[src/rtl/ps_step_responder_if.sv]
// Calibration step-request / MMCM DPS bundle for ps_step_responder.
// PS_STEP_STATS_EN adds the step/timeout statistics counters to the bundle.
interface ps_step_responder_if #(
    parameter int POS_W = 16
);
    logic                    req_psen;
    logic                    req_dincr;
    logic                    clr_pos;
    logic                    mmcm_psdone;
    logic                    mmcm_psen;
    logic                    mmcm_psincdec;
    logic                    busy;
    logic                    step_ack;
    logic signed [POS_W-1:0] phase_pos;
    logic                    limit_hit;
    logic                    timeout_err;
`ifdef PS_STEP_STATS_EN
    logic [31:0]             inc_count;
    logic [31:0]             dec_count;
    logic [7:0]              timeout_count;

    modport slave (
        input  req_psen, req_dincr, clr_pos, mmcm_psdone,
        output mmcm_psen, mmcm_psincdec, busy, step_ack, phase_pos, limit_hit, timeout_err,
        output inc_count, dec_count, timeout_count
    );
    modport master (
        output req_psen, req_dincr, clr_pos, mmcm_psdone,
        input  mmcm_psen, mmcm_psincdec, busy, step_ack, phase_pos, limit_hit, timeout_err,
        input  inc_count, dec_count, timeout_count
    );
`else
    modport slave (
        input  req_psen, req_dincr, clr_pos, mmcm_psdone,
        output mmcm_psen, mmcm_psincdec, busy, step_ack, phase_pos, limit_hit, timeout_err
    );
    modport master (
        output req_psen, req_dincr, clr_pos, mmcm_psdone,
        input  mmcm_psen, mmcm_psincdec, busy, step_ack, phase_pos, limit_hit, timeout_err
    );
`endif
endinterface

[src/rtl/ps_step_responder.sv]
// Turns level step requests into MMCM DPS psen/psdone transactions and tracks phase position.
// Optional PS_STEP_STATS_EN adds saturating inc/dec/timeout counters.
module ps_step_responder #(
    parameter int POS_W      = 16,
    parameter int POS_MAX    = 1120,
    parameter int TIMEOUT    = 64,
    parameter int GAP_CYCLES = 2
) (
    input  logic               clk,
    input  logic               rstn,
    ps_step_responder_if.slave bus
);
    typedef enum logic [1:0] {IDLE, ISSUE, WAIT_DONE, GAP} state_t;

    localparam int TW = (TIMEOUT > 1) ? $clog2(TIMEOUT) : 1;
    localparam int GW = (GAP_CYCLES > 1) ? $clog2(GAP_CYCLES) : 1;
    localparam logic signed [POS_W-1:0] PMAX = POS_W'(POS_MAX);
    localparam logic signed [POS_W-1:0] PMIN = -PMAX;
    localparam logic signed [POS_W-1:0] ONE  = POS_W'(1);

    state_t                  state_q, state_d;
    logic                    dir_q, dir_d;
    logic [TW-1:0]           tmo_q, tmo_d;
    logic [GW-1:0]           gap_q, gap_d;
    logic signed [POS_W-1:0] pos_q, pos_d;
    logic                    ack_q, ack_d;
    logic                    lim_q, lim_d;
    logic                    err_q, err_d;

    always_comb begin
        state_d = state_q;
        dir_d   = dir_q;
        tmo_d   = tmo_q;
        gap_d   = gap_q;
        pos_d   = pos_q;
        ack_d   = 1'b0;
        lim_d   = 1'b0;
        err_d   = err_q;
        unique case (state_q)
            IDLE: begin
                if (bus.req_psen) begin
                    dir_d = bus.req_dincr;
                    if (bus.req_dincr ? (pos_q == PMAX) : (pos_q == PMIN)) lim_d = 1'b1;
                    else                                                     state_d = ISSUE;
                end
            end
            ISSUE: begin
                tmo_d   = '0;
                state_d = WAIT_DONE;
            end
            WAIT_DONE: begin
                tmo_d = tmo_q + TW'(1);
                // psdone on the terminal count still completes the step
                if (bus.mmcm_psdone) begin
                    pos_d   = dir_q ? pos_q + ONE : pos_q - ONE;
                    ack_d   = 1'b1;
                    gap_d   = '0;
                    state_d = (GAP_CYCLES == 0) ? IDLE : GAP;
                end else if (tmo_q == TW'(TIMEOUT - 1)) begin
                    err_d   = 1'b1;
                    state_d = IDLE;
                end
            end
            GAP: begin
                gap_d = gap_q + GW'(1);
                if (gap_q == GW'(GAP_CYCLES - 1)) state_d = IDLE;
            end
            default: state_d = IDLE;
        endcase
        // clear overrides a coincident position update or timeout
        if (bus.clr_pos) begin
            pos_d = '0;
            err_d = 1'b0;
        end
    end

    always_ff @(posedge clk or negedge rstn) begin
        if (!rstn) begin
            state_q <= IDLE;
            dir_q   <= 1'b0;
            tmo_q   <= '0;
            gap_q   <= '0;
            pos_q   <= '0;
            ack_q   <= 1'b0;
            lim_q   <= 1'b0;
            err_q   <= 1'b0;
        end else begin
            state_q <= state_d;
            dir_q   <= dir_d;
            tmo_q   <= tmo_d;
            gap_q   <= gap_d;
            pos_q   <= pos_d;
            ack_q   <= ack_d;
            lim_q   <= lim_d;
            err_q   <= err_d;
        end
    end

    assign bus.mmcm_psen     = (state_q == ISSUE);
    assign bus.mmcm_psincdec = (state_q == ISSUE) & dir_q;
    assign bus.busy          = (state_q != IDLE);
    assign bus.step_ack      = ack_q;
    assign bus.phase_pos     = pos_q;
    assign bus.limit_hit     = lim_q;
    assign bus.timeout_err   = err_q;

`ifdef PS_STEP_STATS_EN
    logic [31:0] inc_q, dec_q;
    logic [7:0]  tcnt_q;
    logic        tmo_evt;

    assign tmo_evt = (state_q == WAIT_DONE) && !bus.mmcm_psdone && (tmo_q == TW'(TIMEOUT - 1));

    // dir_q is still the completed step's direction while step_ack is high
    always_ff @(posedge clk or negedge rstn) begin
        if (!rstn) begin
            inc_q  <= '0;
            dec_q  <= '0;
            tcnt_q <= '0;
        end else begin
            if (ack_q && dir_q && (inc_q != '1))   inc_q  <= inc_q + 32'd1;
            if (ack_q && !dir_q && (dec_q != '1))  dec_q  <= dec_q + 32'd1;
            if (tmo_evt && (tcnt_q != '1))         tcnt_q <= tcnt_q + 8'd1;
        end
    end

    assign bus.inc_count     = inc_q;
    assign bus.dec_count     = dec_q;
    assign bus.timeout_count = tcnt_q;
`endif
endmodule

[src/flat_wrapper.sv]
// flat-port wrapper written by rule: the top's interface ports become plain ports
module ps_step_responder_flat 
#(
    parameter int POS_W      = 16,
    parameter int POS_MAX    = 1120,
    parameter int TIMEOUT    = 64,
    parameter int GAP_CYCLES = 2
)
  (clk, rstn, bus_req_psen, bus_req_dincr, bus_clr_pos, bus_mmcm_psdone, bus_mmcm_psen, bus_mmcm_psincdec, bus_busy, bus_step_ack, bus_phase_pos, bus_limit_hit, bus_timeout_err);
  ps_step_responder_if #(.POS_W(POS_W)) bus_i ();
  input  logic clk;
  input  logic rstn;
  input wire logic [$bits(bus_i.req_psen)-1:0] bus_req_psen;
  input wire logic [$bits(bus_i.req_dincr)-1:0] bus_req_dincr;
  input wire logic [$bits(bus_i.clr_pos)-1:0] bus_clr_pos;
  input wire logic [$bits(bus_i.mmcm_psdone)-1:0] bus_mmcm_psdone;
  output wire logic [$bits(bus_i.mmcm_psen)-1:0] bus_mmcm_psen;
  output wire logic [$bits(bus_i.mmcm_psincdec)-1:0] bus_mmcm_psincdec;
  output wire logic [$bits(bus_i.busy)-1:0] bus_busy;
  output wire logic [$bits(bus_i.step_ack)-1:0] bus_step_ack;
  output wire logic [$bits(bus_i.phase_pos)-1:0] bus_phase_pos;
  output wire logic [$bits(bus_i.limit_hit)-1:0] bus_limit_hit;
  output wire logic [$bits(bus_i.timeout_err)-1:0] bus_timeout_err;
  assign bus_i.req_psen = bus_req_psen;
  assign bus_i.req_dincr = bus_req_dincr;
  assign bus_i.clr_pos = bus_clr_pos;
  assign bus_i.mmcm_psdone = bus_mmcm_psdone;
  assign bus_mmcm_psen = bus_i.mmcm_psen;
  assign bus_mmcm_psincdec = bus_i.mmcm_psincdec;
  assign bus_busy = bus_i.busy;
  assign bus_step_ack = bus_i.step_ack;
  assign bus_phase_pos = bus_i.phase_pos;
  assign bus_limit_hit = bus_i.limit_hit;
  assign bus_timeout_err = bus_i.timeout_err;
  ps_step_responder #(.POS_W(POS_W), .POS_MAX(POS_MAX), .TIMEOUT(TIMEOUT), .GAP_CYCLES(GAP_CYCLES)) u_core (.clk(clk), .rstn(rstn), .bus(bus_i));
endmodule
[config.mk]
export PLATFORM = sky130hd
export DESIGN_NAME = ps_step_responder_flat
export DESIGN_NICKNAME = d
export VERILOG_FILES = /design/src/rtl/ps_step_responder_if.sv /design/src/rtl/ps_step_responder.sv /design/src/flat_wrapper.sv
export SDC_FILE = /design/constraint.sdc
export NUM_CORES = 1
export LEC_CHECK = 0
export CAP_MARGIN = 20
export CORE_MARGIN = 2
export CORE_UTILIZATION = 59
export DETAILED_ROUTE_END_ITERATION = 6
export GPL_TIMING_DRIVEN = 1
export PLACE_DENSITY = 0.86
export SYNTH_ARGS = -nofsm -noshare
export SYNTH_HDL_FRONTEND = slang
export SYNTH_SLANG_ARGS = --single-unit
[constraint.sdc]
create_clock -name clk -period 4.19 [get_ports clk]
set_input_delay 0.838 -clock clk [delete_from_list [all_inputs] [get_ports clk]]
set_output_delay 0.838 -clock clk [all_outputs]
set_load 0.05 [all_outputs]
==> results of run 1 <==
## worst max-delay path by stage
| stage | startpoint | endpoint | slack [ps] | depth (start not counted) |
|---|---|---|---|---|
| finish | u_core.state_q[1]$_DFFE_PN0P_ | bus_mmcm_psincdec | 1370 | 4 |
| global route | u_core.dir_q$_DFFE_PN0P_ | u_core.bus.phase_pos[15]$_DFFE_PN0P_ | 1190 | 8 |
| CTS | u_core.state_q[1]$_DFFE_PN0P_ | bus_mmcm_psincdec | 1340 | 4 |
| detailed placement | bus_mmcm_psdone | u_core.bus.phase_pos[15]$_DFFE_PN0P_ | 1320 | 6 |
| global placement | bus_mmcm_psdone | u_core.bus.phase_pos[15]$_DFFE_PN0P_ | 1380 | 6 |
| floorplan | u_core.bus.phase_pos[0]$_DFFE_PN0P_ | u_core.bus.phase_pos[14]$_DFFE_PN0P_ | 1800 | 7 |
## layer usage
layer  wire length, microns  part of all wire
met1                   2186              0.47
met2                   2224              0.48
met3                    179             0.038
met4                     85             0.018
met5                      0                 0
## layout by cell type, fill, tap and decap left out, types with 4 or more instances in the layout
| cell type | count |
|---|---|
| o21ai_0 | 8 |
| xor2_1 | 4 |
| a31oi_1 | 5 |
| xnor2_1 | 6 |
| and3_1 | 4 |
| a211oi_1 | 5 |
| inv_1 | 9 |
| nor2b_1 | 4 |
| o21ai_1 | 5 |
| ha_1 | 19 |
| nand2_1 | 28 |
| a21o_1 | 4 |
| clkdlybuf4s50_1 | 27 |
| a21oi_1 | 28 |
| nand3_1 | 11 |
| nand4_1 | 4 |
| clkbuf_4 | 5 |
| dfrtp_1 | 29 |
| nor2_1 | 14 |
## critical path: cells and delay by family (launching register included)
| family | cells | cell delay (ps) |
|---|---|---|
| DFF | 1 | 440 |
| and+or+nand+nor | 1 | 130 |
| buffers and inverters | 2 | 910 |
| adders and majority gates | 1 | 160 |
## cell type report
cell class | count | area (sq um)
clock buffers | 7 | 55.05
multi-input cells | 190 | 1292
clock inverters | 1 | 30.03
repair buffers | 28 | 277.8
flip-flops and latches | 29 | 725.7
fillers | 261 | 883.3
inverters | 11 | 41.29
well taps | 46 | 57.56
## per-stage QoR
stage	area (sq um)	worst slack [ps]	hold WS [ps]
6_report	2480	1368	515.9
3_5_place_dp	2395	1321	508.5
5_1_grt	2480	1190	544.9
2_1_floorplan	2083	1802	478.1
3_3_place_gp	2395	1383	495.0
4_1_cts	2480	1344	521.5
## Yosys cell counts, drive strengths merged
master	instances	area, sq um
a2111o	1	11.26
a2111oi	1	27.53
a211o	1	8.760
a211oi	6	50.05
a21o	4	30.03
a21oi	28	140.1
a31o	1	8.760
a31oi	5	31.28
a41o	1	10.01
and2	1	6.260
and3	4	25.02
and3b	1	8.760
and4	1	8.760
buf	1	5.000
clkbuf	5	18.77
dfrtp	29	725.7
fa	1	20.02
ha	19	237.7
inv	11	41.29
mux2	2	22.52
mux2i	3	30.03
nand2	28	105.1
nand3	11	55.05
nand3b	2	15.01
nand4	4	25.02
nor2	14	52.55
nor2b	4	25.02
nor3	3	15.01
nor3b	1	7.510
nor4	2	12.51
nor4bb	2	20.02
o2111a	1	11.26
o2111ai	1	8.760
o211a	1	10.01
o211ai	2	15.01
o21ai	16	91.34
o21bai	3	26.27
o22ai	1	6.260
or3	3	18.77
or4	1	7.510
xnor2	6	52.55
xor2	4	35.03
## registers in the layout, summed over array words and instances, names as in the netlist
signal	cells
u_core.bus.limit_hit	1
u_core.bus.phase_pos	16
u_core.bus.step_ack	1
u_core.bus.timeout_err	1
u_core.dir_q	1
u_core.gap_q	1
u_core.state_q	2
u_core.tmo_q	6
## power by group through the flow
| stage | Sequential, uW | Clock, uW | Combinational [uW] |
|---|---|---|---|
| final | 445 | 245 | 1240 |
| after global routing | 457 | 260 | 1360 |
| after CTS | 444 | 249 | 1230 |
| after detailed placement | 448 | 0 | 1230 |
| after global placement | 447 | 0 | 1200 |
| after floorplan | 579 | 0 | 802 |
## cell families (layout without fill, tap and decap cells)
| logic type | after synthesis | after routing |
|---|---|---|
| multiplexers | 5 | 5 |
| buffers and inverters | 17 | 47 |
| AO/OA/AOI/OAI | 73 | 73 |
| flip-flops | 29 | 29 |
| AND/OR/NAND/NOR | 82 | 82 |
| XOR/XNOR | 10 | 10 |
| adder cells (fa/ha/maj) | 20 | 20 |
==> summary.md, run 1 <==
| Metric | Value |
|---|---|
| Simple-Gate Fraction of Synth Area | 0.1958 |
| Total of max-cap violations | 0 |
| Setup TNS | 0 ps |
| Hold crit path type | flip-flop to flip-flop |
| CTS tree | yes |
| Max-slew violations | 0 |
| CTS sink count | 29 |
| Critical Path Max Stage Delay | 810 ps |
| Slowest cell on crit path | clkdlybuf4s50_1 |
| Maximum root-to-sink buffer count | 2 |
| Status | complete, no violations |
| Data required, critical path | 3350 ps |
| Kind of critical path | flip-flop to output port |
| DR vias/cell | 5.965 |
| Die Ht | 63.42 microns |
| R2r startpoint | u_core.dir_q$_DFFE_PN0P_ |
| Crit start category | flip-flop |
| First-pass GRT wire length | 8142 microns |
| CTS Root Buffer Type | clkbuf_4 |
| Placeable Area | 3363 sq um |
| Crit path capture type | output port |
| All-layer global routing usage | 0.2589 |
| Syn_nets | 262 |
| Vias in the first global route | 1,781 |
| Die X | 63.42 microns |
| GPL Wtd Cong | 0.8494 |
| DP Wirelength | 3390 microns |
| GR Layer Usage met3 | 0.05357 |
| # Post-CTS Setup Buffers | 0 |
| Mean area per synthesized cell | 8.827 sq um |
| Total CTS buffers | 5 |
| Flop pwr share | 0.231 |
| Internal reg-to-reg setup slack | 1420 ps |
| Comb power frac | 0.642 |
| Min Clock Period, post-route | 2822 ps |
| DRC violations left | 0 |
| Worst-Skew Late Latency | 330 ps |
| GR Layer Usage met2 | 0.4026 |
| Main combinational cell family by area after synthesis | compound AO/OA/AOI/OAI gates |
| Final Non-Filler Cells | 312 |
| Final setup vio count | 0 |
| Sw Ratio | 0.5007 |
| Initial antenna violation count | 0 |
| Rel. slew slack | 0.5444 |
| CP max FO | 5 |
| CTS resizes | 0 |
| GR Util met1 | 0.3472 |
| Worst Clk Skew | 8.376 ps |
| R2R cell count | 8 |
| Final Power | 1927 uW |
| RSZ-0062 raised after global routing | false |
| Via Count | 1,861 |
| Seq/Total Area, Yosys | 0.3483 |
| Die area | 4022 sq um |
| Cell count after synthesis | 236 |
| # nets final | 291 |
| # H-tree levels | 2 |
| Compound-cell area share of the yosys netlist | 0.2336 |
| Mux cell area share after synthesis | 0.02523 |
| Clock Power Share | 0.127 |
| Remaining antenna violation count | 0 |
| Worst hold stages | 1 |
| Fin crit share | 0.6735 |
| P_sw | 964.9 uW |
| Post-Synth XOR/XNOR Area | 0.04204 |
| Clk pin slew, worst setup/hold paths | 100 ps |
| Critical hold path startpoint | u_core.tmo_q[0]$_DFFE_PN0P_ |
| Wire per inst | 14.99 microns |
| # rows | 21 |
| Initial core utilization | 0.6194 |
| Routed wire length | 4676 microns |
| Worst r2r dst | u_core.bus.phase_pos[15]$_DFFE_PN0P_ |
| Hold Fails Final Rpt | 0 |
| Placed cells | 304 |
| Pre-antenna DRT Iters | 4 |
| Adder-Cell Fraction of Synth Area | 0.1237 |
| WHS Endpoint | u_core.tmo_q[0]$_DFFE_PN0P_ |
| PortBufs | 27 |
| I/O Pins | 28 |
| Leakage | 0.001113 uW |
| Crit-path cells | inv_1 -> ha_1 -> and2_1 -> clkdlybuf4s50_1 |
| Maximum VDD drop | 400.1 uV |
| Largest net degree at the start of global routing | 30 |
| Yosys cell types | 47 |
| Final Core Density | 0.7374 |
| P_int | 962.2 uW |
| ANT cells | 0 |
| CTS Hold Bufs | 0 |
| GRT overflow | 0 |
| GRT Max-Usage Layer | met2 |
| Slew @ Worst Pin | 681.3 ps |
| Max Fclk | 0.3544 GHz |
| Critical Path AT | 1980 ps |
| Synth Register Bits | 29 |
| DR iter-0 viols | 122 |
| Pwr/cell area | 777.1 nW/um^2 |
| Yosys warning total | 0 |
| Area Overhead vs Synth | 19.04% |
| Mapped cell area | 2083 sq um |
| Share of cells above drive strength 1 | 0.06015 |
No activity file was read; power rests on OpenSTA's default activity.
==> inputs of run 2 (changes only) <==
--- a/config.mk
+++ b/config.mk
@@ -7,10 +7,10 @@
 export LEC_CHECK = 0
 export CAP_MARGIN = 20
 export CORE_MARGIN = 2
-export CORE_UTILIZATION = 59
+export CORE_UTILIZATION = 55
 export DETAILED_ROUTE_END_ITERATION = 6
 export GPL_TIMING_DRIVEN = 1
-export PLACE_DENSITY = 0.86
+export PLACE_DENSITY = 0.81
 export SYNTH_ARGS = -nofsm -noshare
 export SYNTH_HDL_FRONTEND = slang
 export SYNTH_SLANG_ARGS = --single-unit
==> constraint.sdc (replaced) <==
create_clock -name clk -period 2.8 [get_ports clk]
set_input_delay 0.56 -clock clk [delete_from_list [all_inputs] [get_ports clk]]
set_output_delay 0.56 -clock clk [all_outputs]
set_load 0.05 [all_outputs]
==> run 2 against run 1 <==
Against the previous run: die area increased by 6.8%; sequential cell count unchanged; clock power up 90%; largest cell class unchanged; combinational power increased by 52%; via count up 1.5%; core utilization down 4.4 points; critical path type is now flip-flop to flip-flop.
==> summary.md, run 2 (synthesis gave the netlist of run 1 again) <==
| Metric | Value |
|---|---|
| # nets final | 294 (+1.0%) |
| Maximum VDD drop | 582.2 uV (+45%) |
| Total CTS buffers | 5 (unchanged) |
| R2r startpoint | u_core.dir_q$_DFFE_PN0P_ |
| Crit path capture type | flip-flop |
| Setup TNS | 0 ps (unchanged) |
| Slowest cell on crit path | inv_1 |
| P_sw | 1483 uW (+54%) |
| Leakage | 0.001139 uW (+2.4%) |
| Placeable Area | 3661 sq um (+8.9%) |
| Critical Path AT | 2800 ps (+820 ps) |
| DRC violations left | 0 (unchanged) |
| CTS resizes | 0 (unchanged) |
| Pwr/cell area | 1186 nW/um^2 (+53%) |
| Max FFs per register | 16 (unchanged) |
| DR vias/cell | 5.956 (-0.15%) |
| Fillers | 295 (+13%) |
| Critical Path Max Stage Delay | 430 ps (-380 ps) |
| ANT cells | 0 (unchanged) |
| Pre-CTS WS | 200.7 ps (-1121 ps) |
| Initial core utilization | 0.5690 (-0.05038) |
| CTS sink count | 29 (unchanged) |
| Largest net degree at the start of global routing | 30 (unchanged) |
| GRT overflow | 0 (unchanged) |
| Flop pwr share | 0.223 (-0.008) |
| Clock Power Share | 0.154 (+0.027) |
| Crit-path cells | inv_1 -> ha_1 -> a211oi_1 -> o21ai_2 -> o211ai_1 -> a21oi_1 -> mux2i_1 -> mux2_1 |
| Routed wire length | 4927 microns (+5.4%) |
| Final Core Density | 0.6938 (-0.04357) |
| CTS Root Buffer Type | clkbuf_8 |
| Vias in the first global route | 1,676 (-5.9%) |
| DP Wirelength | 3520 microns (+3.8%) |
| Clk pin slew, worst setup/hold paths | 70 ps (-30 ps) |
| Max-slew violations | 0 (unchanged) |
| Maximum root-to-sink buffer count | 2 (unchanged) |
| # rows | 22 (+4.8%) |
| Remaining antenna violation count | 0 (unchanged) |
| PortBufs | 27 (unchanged) |
| CP max FO | 16 (+11) |
| Worst-Skew Late Latency | 290 ps (-40 ps) |
| Hold crit path type | flip-flop to flip-flop |
| Sequential cell area | 725.7 sq um (unchanged) |
| Comb power frac | 0.623 (-0.019) |
| Initial antenna violation count | 0 (unchanged) |
| Total of max-cap violations | 0 (unchanged) |
| RSZ-0062 raised after global routing | false |
| Fin crit share | 0.9385 |
| Critical hold path startpoint | u_core.bus.timeout_err$_DFFE_PN0P_ |
| CTS tree | yes |
| Hold Fails Final Rpt | 0 (unchanged) |
| Share of cells above drive strength 1 | 0.07435 (+0.01420) |
| Die Ht | 65.55 microns (+3.4%) |
| Worst Clk Skew | 6.165 ps (-2.210 ps) |
| CTS Hold Bufs | 0 (unchanged) |
| Pre-antenna DRT Iters | 4 (unchanged) |
| Min Clock Period, post-route | 2628 ps |
| Max Fclk | 0.3805 GHz |
| First-pass GRT wire length | 8211 microns (+0.85%) |
| Final WS setup | 172.1 ps (-1196 ps) |
| Internal reg-to-reg setup slack | 170 ps (-1250 ps) |
| Area Overhead vs Synth | 21.92% |
| Rel. slew slack | 0.6310 (+0.08664) |
| Slew @ Worst Pin | 552.8 ps (-128.4 ps) |
| Sw Ratio | 0.4923 (-0.008426) |
| GPL Wtd Cong | 0.8928 (+5.1%) |
| Die X | 65.55 microns (+3.4%) |
| Worst r2r dst | u_core.bus.phase_pos[15]$_DFFE_PN0P_ |
| Die area | 4296 sq um (+6.8%) |
| I/O Pins | 28 (unchanged) |
| DR iter-0 viols | 84 (-31%) |
| # Post-CTS Setup Buffers | 0 (unchanged) |
| Final setup vio count | 0 (unchanged) |
| Commonest non-fill, non-tap cells in the layout | dfrtp_1 (29), nand2_1 (28), a21oi_1 (28), clkdlybuf4s50_1 (27), ha_1 (19) |
| # H-tree levels | 2 (unchanged) |
| P_int | 1530 uW (+59%) |
| Kind of critical path | flip-flop to flip-flop |
| Wire per inst | 15.54 microns (+3.7%) |
| Area of the multi-input gates | 1292 sq um (unchanged) |
| R2R cell count | 8 (unchanged) |
| Data required, critical path | 2970 ps (-380 ps) |
| WHS Endpoint | u_core.bus.timeout_err$_DFFE_PN0P_ |
| Worst hold stages | 2 (+1) |
| Via Count | 1,888 (+1.5%) |
| Leading cell type in the layout, fill and taps excluded | dfrtp_1 |
| Crit start category | flip-flop |
| All-layer global routing usage | 0.2546 (-0.004285) |
| Status | complete, no violations |
[run 2: worst max-delay path by stage]
stage	startpoint	to	slack [ps]	cells past startpoint
CTS	u_core.dir_q$_DFFE_PN0P_	u_core.bus.phase_pos[15]$_DFFE_PN0P_	180	8
floorplan	u_core.bus.phase_pos[0]$_DFFE_PN0P_	u_core.bus.phase_pos[14]$_DFFE_PN0P_	410	7
finish	u_core.dir_q$_DFFE_PN0P_	u_core.bus.phase_pos[15]$_DFFE_PN0P_	170	8
detailed placement	u_core.dir_q$_DFFE_PN0P_	u_core.bus.phase_pos[15]$_DFFE_PN0P_	200	8
global placement	u_core.dir_q$_DFFE_PN0P_	u_core.bus.phase_pos[14]$_DFFE_PN0P_	280	8
global route	u_core.dir_q$_DFFE_PN0P_	u_core.bus.phase_pos[15]$_DFFE_PN0P_	60	8
[run 2: area by class of cell]
cell class | count | area share
Inverter | 11 | 0.01626
Sequential cell | 29 | 0.2857
Multi-Input combinational cell | 190 | 0.5089
Clock buffer | 6 | 0.03251
Timing Repair Buffer | 31 | 0.1182
Tap cell | 48 | 0.02365
Clock inverter | 2 | 0.01478
[run 2: power groups by stage]
| stage | logic, uW | registers [uW] | clock network [uW] |
|---|---|---|---|
| floorplan | 1200 | 866 | 0 |
| finish | 1880 | 672 | 465 |
| CTS | 1870 | 668 | 473 |
| global placement | 1820 | 668 | 0 |
| detailed placement | 1850 | 675 | 0 |
| global route | 2060 | 688 | 493 |
[run 2: worst max-delay path, delay by kind of cell, from the launching register on]
kind / cells / cell delay, ps
adders and majority gates: 1 / 350
buffers and inverters: 1 / 430
DFF: 1 / 400
muxes: 2 / 510
AOI/OAI and AO/OA: 4 / 810
[run 2: per-stage QoR]
stage	total power [uW]	instances	area (sq um)	hold WS [ps]
2_1_floorplan	2066	236	2083	264.4
4_1_cts	3010	317	2540	504.3
6_report	3013	317	2540	503.2
5_1_grt	3240	317	2540	559.9
3_3_place_gp	2485	309	2420	491.4
3_5_place_dp	2523	309	2420	488.7
[run 2: per-layer routing]
metal	global-route usage	wire, microns
met1	0.3687	2424
met3	0.04795	303
met5	0	0
met4	0.08594	47
met2	0.3814	2151
==> inputs of run 3 (changes only) <==
--- a/config.mk
+++ b/config.mk
@@ -9,7 +9,7 @@
 export CORE_MARGIN = 2
 export CORE_UTILIZATION = 55
 export DETAILED_ROUTE_END_ITERATION = 6
-export GPL_TIMING_DRIVEN = 1
+export GPL_TIMING_DRIVEN = 0
 export PLACE_DENSITY = 0.81
 export SYNTH_ARGS = -nofsm -noshare
 export SYNTH_HDL_FRONTEND = slang
==> constraint.sdc (replaced) <==
create_clock -name clk -period 2.8 [get_ports clk]
set_input_delay 0.56 -clock clk [delete_from_list [all_inputs] [get_ports clk]]
set_output_delay 0.56 -clock clk [all_outputs]
set_load 0.1 [all_outputs]
==> run 3 against run 2 <==
Against the previous run: die area unchanged; sequential cell count unchanged; critical path depth down 5; combinational power up 20%; routed wire length down 2.4%; final cell count up 1.6%; clock skew down 0.70 ps; non-clock buffer count up 5; register-to-register slack better by 20 ps; clock power down 29%; clock-buffer cell count up 2; first-iteration DRC count up 7.1%; critical path type is now flip-flop to output port; critical endpoint is now bus_mmcm_psen; largest power group unchanged; highest routed layer unchanged.
==> summary.md, run 3 (synthesis gave the netlist of run 1 again) <==
| Metric | Value |
|---|---|
| Area of the multi-input gates | 1292 sq um (unchanged) |
| Commonest non-fill, non-tap cells in the layout | dfrtp_1 (29), nand2_1 (28), a21oi_1 (28), clkdlybuf4s50_1 (25), ha_1 (19) |
| CP max FO | 5 (-11) |
| All-layer global routing usage | 0.2467 (-0.007855) |
| Crit start category | flip-flop |
| GPL Wtd Cong | 0.8779 (-1.7%) |
| Final Power | 3248 uW (+7.8%) |
| Area Overhead vs Synth | 22.58% |
| CTS tree | yes |
| Crit path capture type | output port |
| RSZ-0062 raised after global routing | false |
| CTS sink count | 29 (unchanged) |
| R2R cell count | 9 (+1) |
| Clk pin slew, worst setup/hold paths | 60 ps (about the same) |
| Wire per inst | 14.94 microns (-3.9%) |
| Comb power frac | 0.692 (+0.069) |
| Die area | 4296 sq um (unchanged) |
| Max Fclk | 0.3813 GHz (+0.19%) |
| Max FFs per register | 16 (unchanged) |
| Initial antenna violation count | 0 (unchanged) |
| Critical Path Source | u_core.state_q[1]$_DFFE_PN0P_ |
| # H-tree levels | 2 (unchanged) |
| Internal reg-to-reg setup slack | 190 ps (+20 ps) |
| Maximum VDD drop | 748.4 uV (+29%) |
| Worst r2r dst | u_core.bus.phase_pos[15]$_DFFE_PN0P_ |
| I/O Pins | 28 (unchanged) |
| Final setup vio count | 0 (unchanged) |
| Sequential cell area | 725.7 sq um (unchanged) |
| Initial core utilization | 0.5690 (unchanged) |
| Flop pwr share | 0.207 (-0.016) |
| Rel. slew slack | 0.3474 (-0.2836) |
| Placeable Area | 3661 sq um (unchanged) |
| # nets final | 299 (+1.7%) |
| Kind of critical path | flip-flop to output port |
| Fillers | 295 (unchanged) |
| P_int | 1444 uW (-5.6%) |
| Hold Fails Final Rpt | 0 (unchanged) |
| GRT overflow | 0 (unchanged) |
| DR vias/cell | 5.929 (-0.46%) |
| First-pass GRT wire length | 8073 microns (-1.7%) |
| P_sw | 1804 uW (+22%) |
| Crit path to | bus_mmcm_psen |
| Total CTS buffers | 5 (unchanged) |
| Slew @ Worst Pin | 975.8 ps (+423.0 ps) |
| DP Wirelength | 3542 microns (+0.61%) |
| Max-slew violations | 0 (unchanged) |
| Pre-antenna DRT Iters | 4 (unchanged) |
| Sw Ratio | 0.5554 (+0.06310) |
| PortBufs | 27 (unchanged) |
| Vias in the first global route | 1,736 (+3.6%) |
| Worst Clk Skew | 5.462 ps (-0.7036 ps) |
| DRC violations left | 0 (unchanged) |
| DR iter-0 viols | 90 (+7.1%) |
| Clock Power Share | 0.102 (-0.052) |
| ANT cells | 0 (unchanged) |
| Hold crit path type | flip-flop to flip-flop |
| Status | complete, no violations |
| Pre-CTS WS | 115.0 ps (-85.68 ps) |
| Die Ht | 65.55 microns (unchanged) |
| Pwr/cell area | 1272 nW/um^2 (+7.2%) |
| Fin crit share | 0.9367 (-0.001805) |
| Min Clock Period, post-route | 2623 ps (-5.053 ps) |
| Data required, critical path | 2240 ps (-730 ps) |
| Total of max-cap violations | 0 (unchanged) |
| Maximum root-to-sink buffer count | 2 (unchanged) |
| CTS Hold Bufs | 0 (unchanged) |
| Leading cell type in the layout, fill and taps excluded | dfrtp_1 |
| Die X | 65.55 microns (unchanged) |
| Largest net degree at the start of global routing | 17 (-43%) |
| Final WS setup | 177.1 ps (+5.053 ps) |
| Via Count | 1,909 (+1.1%) |
| Critical Path AT | 2060 ps (-740 ps) |
| Remaining antenna violation count | 0 (unchanged) |
| R2r startpoint | u_core.dir_q$_DFFE_PN0P_ |
| Share of cells above drive strength 1 | 0.06569 (-0.008656) |
| # rows | 22 (unchanged) |
| CTS Root Buffer Type | clkbuf_8 |
| Routed wire length | 4811 microns (-2.4%) |
| Worst-Skew Late Latency | 290 ps (about the same) |
| Setup TNS | 0 ps (unchanged) |
| Leakage | 0.001152 uW (+1.1%) |
run 3: through the flow:
| stage | hold WS, ps | util | std cells | cell area [sq um] |
|---|---|---|---|---|
| floorplan | 264.4 | - | 236 | 2083 |
| global placement | 491.6 | 0.6593 | 311 | 2414 |
| detailed placement | 497.9 | 0.6668 | 312 | 2441 |
| finish | 508.9 | 0.6975 | 322 | 2554 |
| global route | 531.8 | 0.6975 | 322 | 2554 |
| CTS | 505.8 | 0.6883 | 320 | 2520 |
run 3: layer usage:
metal  global-route usage  routed length, microns  vias to the layer above
met5                    0                       0                        -
met4              0.09635                      74                        0
met3              0.04966                     215                        7
met2               0.4043                    2273                       42
met1               0.3202                    2248                      917
li1                     -                       -                      943
run 3: critical path: stages, from the launching register on:
cell             delay [ps]
dfrtp_1                 420
inv_1                    90
ha_1                    150
clkdlybuf4s50_1        1120
run 3: final cells by class:
cell class | count | share of cell area
Buffer | 6 | 0.009309
Inverter | 11 | 0.01764
Timing Repair Buffer | 30 | 0.1279
Tap cell | 48 | 0.02352
Multi-Input combinational cell | 190 | 0.5061
Clock buffer | 8 | 0.03136
Sequential cell | 29 | 0.2842
run 3: timing repair:
| action | in CTS | in global routing |
|---|---|---|
| setup endpoints to repair | 1 | 3 |
| setup buffers | 0 | 2 |
| resized for setup | 1 | 2 |
run 3: power groups by stage:
stage | logic [uW] | clock network, uW | registers [uW]
6_report | 2250 | 330 | 671
5_1_grt | 2430 | 352 | 691
4_1_cts | 2190 | 333 | 665
3_5_place_dp | 2190 | 0 | 671
3_3_place_gp | 2140 | 0 | 665
2_1_floorplan | 1280 | 0 | 1110
run 3: worst min-delay path by stage:
| stage | end | cells after the start | start | slack [ps] |
|---|---|---|---|---|
| after floorplan | u_core.bus.limit_hit$_DFF_PN0_ | 0 | rstn | 260 |
| after global placement | u_core.tmo_q[0]$_DFFE_PN0P_ | 1 | u_core.tmo_q[0]$_DFFE_PN0P_ | 490 |
| after detailed placement | u_core.tmo_q[0]$_DFFE_PN0P_ | 1 | u_core.tmo_q[0]$_DFFE_PN0P_ | 500 |
| after CTS | u_core.tmo_q[0]$_DFFE_PN0P_ | 1 | u_core.tmo_q[0]$_DFFE_PN0P_ | 510 |
| after global routing | u_core.tmo_q[0]$_DFFE_PN0P_ | 1 | u_core.tmo_q[0]$_DFFE_PN0P_ | 530 |
| final | u_core.tmo_q[0]$_DFFE_PN0P_ | 1 | u_core.tmo_q[0]$_DFFE_PN0P_ | 510 |
